File: src/rtl/gf2m_mul_seq.sv
// rtl/gf2m_mul_seq.sv - digit-serial GF(2^M) multiplier with trinomial reduction
//
// Computes result = (a * b) mod (x^M + x^K + 1), consuming D bits of b per
// cycle, most-significant digit first (Horner). Latency is NDIG = ceil(M/D)
// cycles from the accepting edge to out_valid.
//
// Optional build macro: GF2M_MUL_ACC_EN adds the acc input. When acc is
// sampled high at acceptance, the new product is XORed into the previously
// held result instead of replacing it.
//
// Ports:
//   clk        rising-edge clock
//   rst        synchronous active-high reset
//   in_valid   operands a/b present
//   in_ready   block idle and able to accept operands
//   a, b       M-bit operands, bit i = coefficient of x^i
//   acc        accumulate request (GF2M_MUL_ACC_EN builds only)
//   out_valid  result present
//   out_ready  consumer accepts result
//   result     fully reduced product, degree < M

module gf2m_mul_seq #(
    parameter int M = 233,
    parameter int K = 74,
    parameter int D = 8
) (
    input  logic         clk,
    input  logic         rst,
    input  logic         in_valid,
    output logic         in_ready,
    input  logic [M-1:0] a,
    input  logic [M-1:0] b,
`ifdef GF2M_MUL_ACC_EN
    input  logic         acc,
`endif
    output logic         out_valid,
    input  logic         out_ready,
    output logic [M-1:0] result
);

    localparam int NDIG = (M + D - 1) / D;
    localparam int BW   = NDIG * D;
    localparam int CW   = (NDIG > 1) ? $clog2(NDIG) : 1;

    localparam logic [1:0] S_IDLE = 2'd0;
    localparam logic [1:0] S_RUN  = 2'd1;
    localparam logic [1:0] S_DONE = 2'd2;

    logic [1:0]     state;
    logic [M-1:0]   a_reg;
    logic [BW-1:0]  b_reg;
    logic [M-1:0]   acc_reg;
    logic [M-1:0]   res_reg;
    logic [CW-1:0]  cnt;
    logic [D-1:0]   digit;
    logic [M+D-1:0] unred;
    logic [M-1:0]   acc_next;
`ifdef GF2M_MUL_ACC_EN
    logic           acc_mode;
`endif

    // b_reg shifts left each RUN cycle, so the digit in use is always on top.
    assign digit = b_reg[BW-1 -: D];

    // One Horner step: acc*x^D xor a*digit, then fold the D overflow bits.
    // x^(M+j) = x^(j+K) + x^j; K + D <= M keeps every fold below degree M,
    // so a single pass fully reduces.
    always_comb begin
        unred = {acc_reg, {D{1'b0}}};
        for (int i = 0; i < D; i++) begin
            if (digit[i]) begin
                unred = unred ^ ({{D{1'b0}}, a_reg} << i);
            end
        end
        acc_next = unred[M-1:0];
        for (int j = 0; j < D; j++) begin
            if (unred[M+j]) begin
                acc_next[j]   = ~acc_next[j];
                acc_next[j+K] = ~acc_next[j+K];
            end
        end
    end

    always_ff @(posedge clk) begin
        if (rst) begin
            state    <= S_IDLE;
            a_reg    <= '0;
            b_reg    <= '0;
            acc_reg  <= '0;
            res_reg  <= '0;
            cnt      <= '0;
`ifdef GF2M_MUL_ACC_EN
            acc_mode <= 1'b0;
`endif
        end else begin
            case (state)
                S_IDLE: begin
                    if (in_valid) begin
                        a_reg    <= a;
                        b_reg    <= BW'(b);
                        acc_reg  <= '0;
                        cnt      <= CW'(NDIG - 1);
`ifdef GF2M_MUL_ACC_EN
                        acc_mode <= acc;
`endif
                        state    <= S_RUN;
                    end
                end
                S_RUN: begin
                    acc_reg <= acc_next;
                    b_reg   <= b_reg << D;
                    if (cnt == '0) begin
                        state <= S_DONE;
`ifdef GF2M_MUL_ACC_EN
                        res_reg <= acc_mode ? (acc_next ^ res_reg) : acc_next;
`else
                        res_reg <= acc_next;
`endif
                    end else begin
                        cnt <= cnt - 1'b1;
                    end
                end
                S_DONE: begin
                    if (out_ready) begin
                        state <= S_IDLE;
                    end
                end
                default: state <= S_IDLE;
            endcase
        end
    end

    assign in_ready  = (state == S_IDLE);
    assign out_valid = (state == S_DONE);
    assign result    = res_reg;

endmodule

File: config.mk
export PLATFORM = sky130hd
export DESIGN_NAME = gf2m_mul_seq
export DESIGN_NICKNAME = d
export VERILOG_FILES = /design/src/rtl/gf2m_mul_seq.sv
export SDC_FILE = /design/constraint.sdc
export NUM_CORES = 2
export LEC_CHECK = 0
export ABC_CLOCK_PERIOD_IN_PS = 5800
export BUFFER_PORTS_ARGS = -buffer_cell sky130_fd_sc_hd__buf_2
export CAP_MARGIN = 20
export CORE_ASPECT_RATIO = 0.5
export CORE_MARGIN = 10
export CORE_UTILIZATION = 54
export DETAILED_ROUTE_END_ITERATION = 8
export GPL_TIMING_DRIVEN = 0
export PLACE_DENSITY = 0.75
export SYNTH_ARGS = -nofsm -noshare
export SYNTH_HDL_FRONTEND = slang
export SYNTH_SLANG_ARGS = --single-unit
File: constraint.sdc
create_clock -name clk -period 5.8 [get_ports clk]
set_input_delay 1.16 -clock clk [delete_from_list [all_inputs] [get_ports clk]]
set_output_delay 1.16 -clock clk [all_outputs]
set_load 0.02 [all_outputs]
==> metrics.md <==
| Metric | Value |
|---|---|
| Layout cells sized above 1 | 0.141 |
| Status | finished clean |
| Cell Pwr Density | 254 nW/um^2 |
| CTS Buf Count | 86 |
| Initial Utilization | 0.547 |
| Startpoint Class | flip-flop |
| Max reg flops | 240 |
| Yosys warning count | 0 |
| Final clock period utilization by the worst path | 0.601 |
| RSZ-0062 raised after global routing | false |
| Final Routed Wirelength | 218 mm |
| Initial antenna violation count | 55 |
| Critical Path End | result[214] |
| Req. time, crit path | 6.45 ns |
| Clock sink count | between 900 and 1000 |
| Die X | about 490 um |
| FF-to-FF Start | cnt[0] |
| Layout area overhead | 14.2% |
| Worst Setup SP | cnt[0] |
| RePlAce Congestion | around 0.96 |
| Max cap viols | 0 |
| R2R setup slack | 2.31 ns |
| Global Route Usage Sum | 0.321 |
| Drt via density | between 5 and 6 |
| Hold_buf cts | 0 |
| Hpwl dp | ~160 mm |
| Worst-path clk slew | roughly 0.07 ns |
| Die area | ~130000 sq um |
| Worst-margin pin slew | around 1.3 ns |
| Final Max Slew Viols | 0 |
| Top post-synthesis cells by area | dfxtp_1 31%, nand2_1 21%, xnor2_1 20% |
| Largest net degree at the start of global routing | 16 |
| DRC viols | 0 |
| Fmax | approximately 0.29 GHz |
| Net Sw Frac | 0.339 |
| Vias | 59600 |
| Synth area leader | dfxtp_1 |
| WS Path Type | flip-flop to flip-flop |
| Clock buffer depth | 3 |
| Synth Instances | approximately 8600 |
| Reg2reg path depth | 8 |
| CTS root buf | clkbuf_16 |
| Overall power | 17500 uW |
| Port bufs | around 700 |
| Net Switching | just under 6000 uW |
| Clock power frac | 0.357 |
| First-pass GRT wire length | around 330 mm |
| Synth Register Bits | 946 |
| CTS tree | built |
| Setup TNS | 0 ns |
| Finish-stage setup viols | 0 |
| Syn Nets | between 9000 and 10000 |
| Comb power frac | 0.234 |
| Crit end category | flip-flop |
| Final min period | roughly 3.5 ns |
| P_leak | around 0.024 uW |
| Die Ht | between 200 and 300 um |
| Initial drt markers | just under 6000 |
| Top-area cell type share of the netlist area | 0.313 |
| Htree depth | 3 |
| Hold_ws | 0.451 ns |
| Int Power | between 10000 and 15000 uW |
| Drt wl/cell | approximately 20 um |
| Nets@finish | around 9900 |
| Row cnt | 86 |
| Post-route ant nets | 0 |
| I/O pins | 705 |
| Post-Place Cell Area | about 66000 sq um |
| Sequential Power Share | 0.409 |
| Post CTS Setup Buffer Count | 0 |
| Area of the mapped netlist | just over 60000 sq um |
| Post-cts resize count | 0 |
| Grt total ovfl | 0 |
| Maximum vdd drop | between 0.2 and 0.25 mV |
| CP max FO | 10 |
| Syn_area_per_cell | roughly 7 sq um |
| Drt first pass iters | 6 |
| Core area | 111000 sq um |
| Hold crit path type | flip-flop to flip-flop |
| Clk_skew | between 0.03 and 0.04 ns |
| Pre-CTS setup slack | 2.16 ns |
| Worst EP arrival | about 4.1 ns |
| Distinct cells, synth | 30 |
| Reg-to-reg critical path endpoint | result[214] |
| Slew headroom | 0.144 |
| Cell area after layout | 69100 sq um |
| Worst setup margin | approximately 2.3 ns |
| Post-synthesis sequential area ratio | 0.313 |
| Hold Fails Final Rpt | 0 |
| Clk_lat worst skew | between 0.7 and 0.8 ns |
| Number of global-route vias before repair | 55700 |
[cell usage in the layout, fill, tap and decap left out, types with 8 or more instances in the layout]
cell / n
buf_2: 1015
clkbuf_8: 14
diode_2: 31
xor2_1: 468
xnor2_1: 1395
nor3_1: 8
buf_6: 21
buf_1: 44
nand3_1: 246
clkbuf_16: 86
a21oi_1: 710
nand2_1: 3382
clkbuf_1: 423
dfxtp_1: 946
nand2_2: 100
a311oi_1: 225
bufinv_16: 10
nor2_1: 247
buf_12: 11
buf_4: 29
clkinv_2: 20
[power groups by stage]
stage               Sequential [uW]  Clock, uW  Combinational [uW]
finish                         7180       6250                4100
global route                   7220       6530                4390
CTS                            7170       6250                4000
detailed placement             7310          0                3980
global placement               7310          0                3940
floorplan                      7280          0                2610
[kinds of logic (layout without fill, tap and decap cells)]
logic type / count (synthesis) / in the layout / synth area share
other: 0 / 31 / 0
adders and majority gates: 2 / 2 / 0.000413
DFF: 946 / 946 / 0.313
xor gates and xnor gates: 1870 / 1870 / 0.272
buffers and inverters: 833 / 1700 / 0.0653
and+or+nand+nor: 3992 / 3992 / 0.257
AOI/OAI and AO/OA: 941 / 941 / 0.0919
[worst max-delay path: stages (launching register included)]
cell	delay, ns
dfxtp_1	0.39
inv_1	0.08
ha_1	0.21
nor4b_1	0.18
nand2_1	0.84
clkbuf_1	0.95
clkbuf_1	0.49
nand2_1	0.10
a21oi_1	0.17
[per-stage QoR]
step           instances   util
2_1_floorplan       8584      -
4_1_cts            10900  0.624
3_3_place_gp       10800  0.595
3_5_place_dp       10800  0.596
5_1_grt            11000  0.624
6_report           11000  0.624
[worst min path at each step]
| stage | end | from | cells after the start | slack (ns) |
|---|---|---|---|---|
| CTS | result[102] | result[102] | 2 | 0.45 |
| global route | result[231] | result[231] | 2 | 0.47 |
| detailed placement | b_reg[233] | b_reg[225] | 2 | 0.44 |
| floorplan | b_reg[239] | b_reg[231] | 2 | 0.43 |
| global placement | result[14] | result[14] | 2 | 0.44 |
| finish | result[166] | result[166] | 2 | 0.45 |
[layer usage]
metal  track usage  routed length (um)  up-vias
met5             0                 238        -
met4         0.159               11300       40
met3        0.0737               21400      593
met2         0.511               98100     2648
met1         0.406               86600    27800
li1              -                   -    28500
[area by class of cell]
type | count | area (sq um)
inverters | 2 | 7.51
plain buffers | 831 | 3950
well taps | 1496 | 1870
repair buffers | 711 | 3650
clock inverters | 46 | 627
diodes | 31 | 77.6
clock buffers | 110 | 2380
flip-flops and latches | 946 | 18900
fillers | 10300 | 41600
multi-input cells | 6805 | 37600
[cell usage after synthesis (all sizes together)]
| master | instances |
|---|---|
| dfxtp | 946 |
| a21oi | 710 |
| nand3 | 246 |
| nand2b | 1 |
| or4b | 1 |
| a211oi | 2 |
| ha | 2 |
| nor4b | 1 |
| nor2b | 3 |
| clkbuf | 415 |
| xnor2 | 1396 |
| xnor3 | 6 |
| xor2 | 468 |
| nor4 | 1 |
| and2 | 1 |
| nor3 | 8 |
| nor2 | 248 |
| o21ai | 1 |
| nand2 | 3482 |
| buf | 416 |
| a31oi | 3 |
| inv | 2 |
| a311oi | 225 |
No activity file was read; power rests on OpenSTA's default activity.
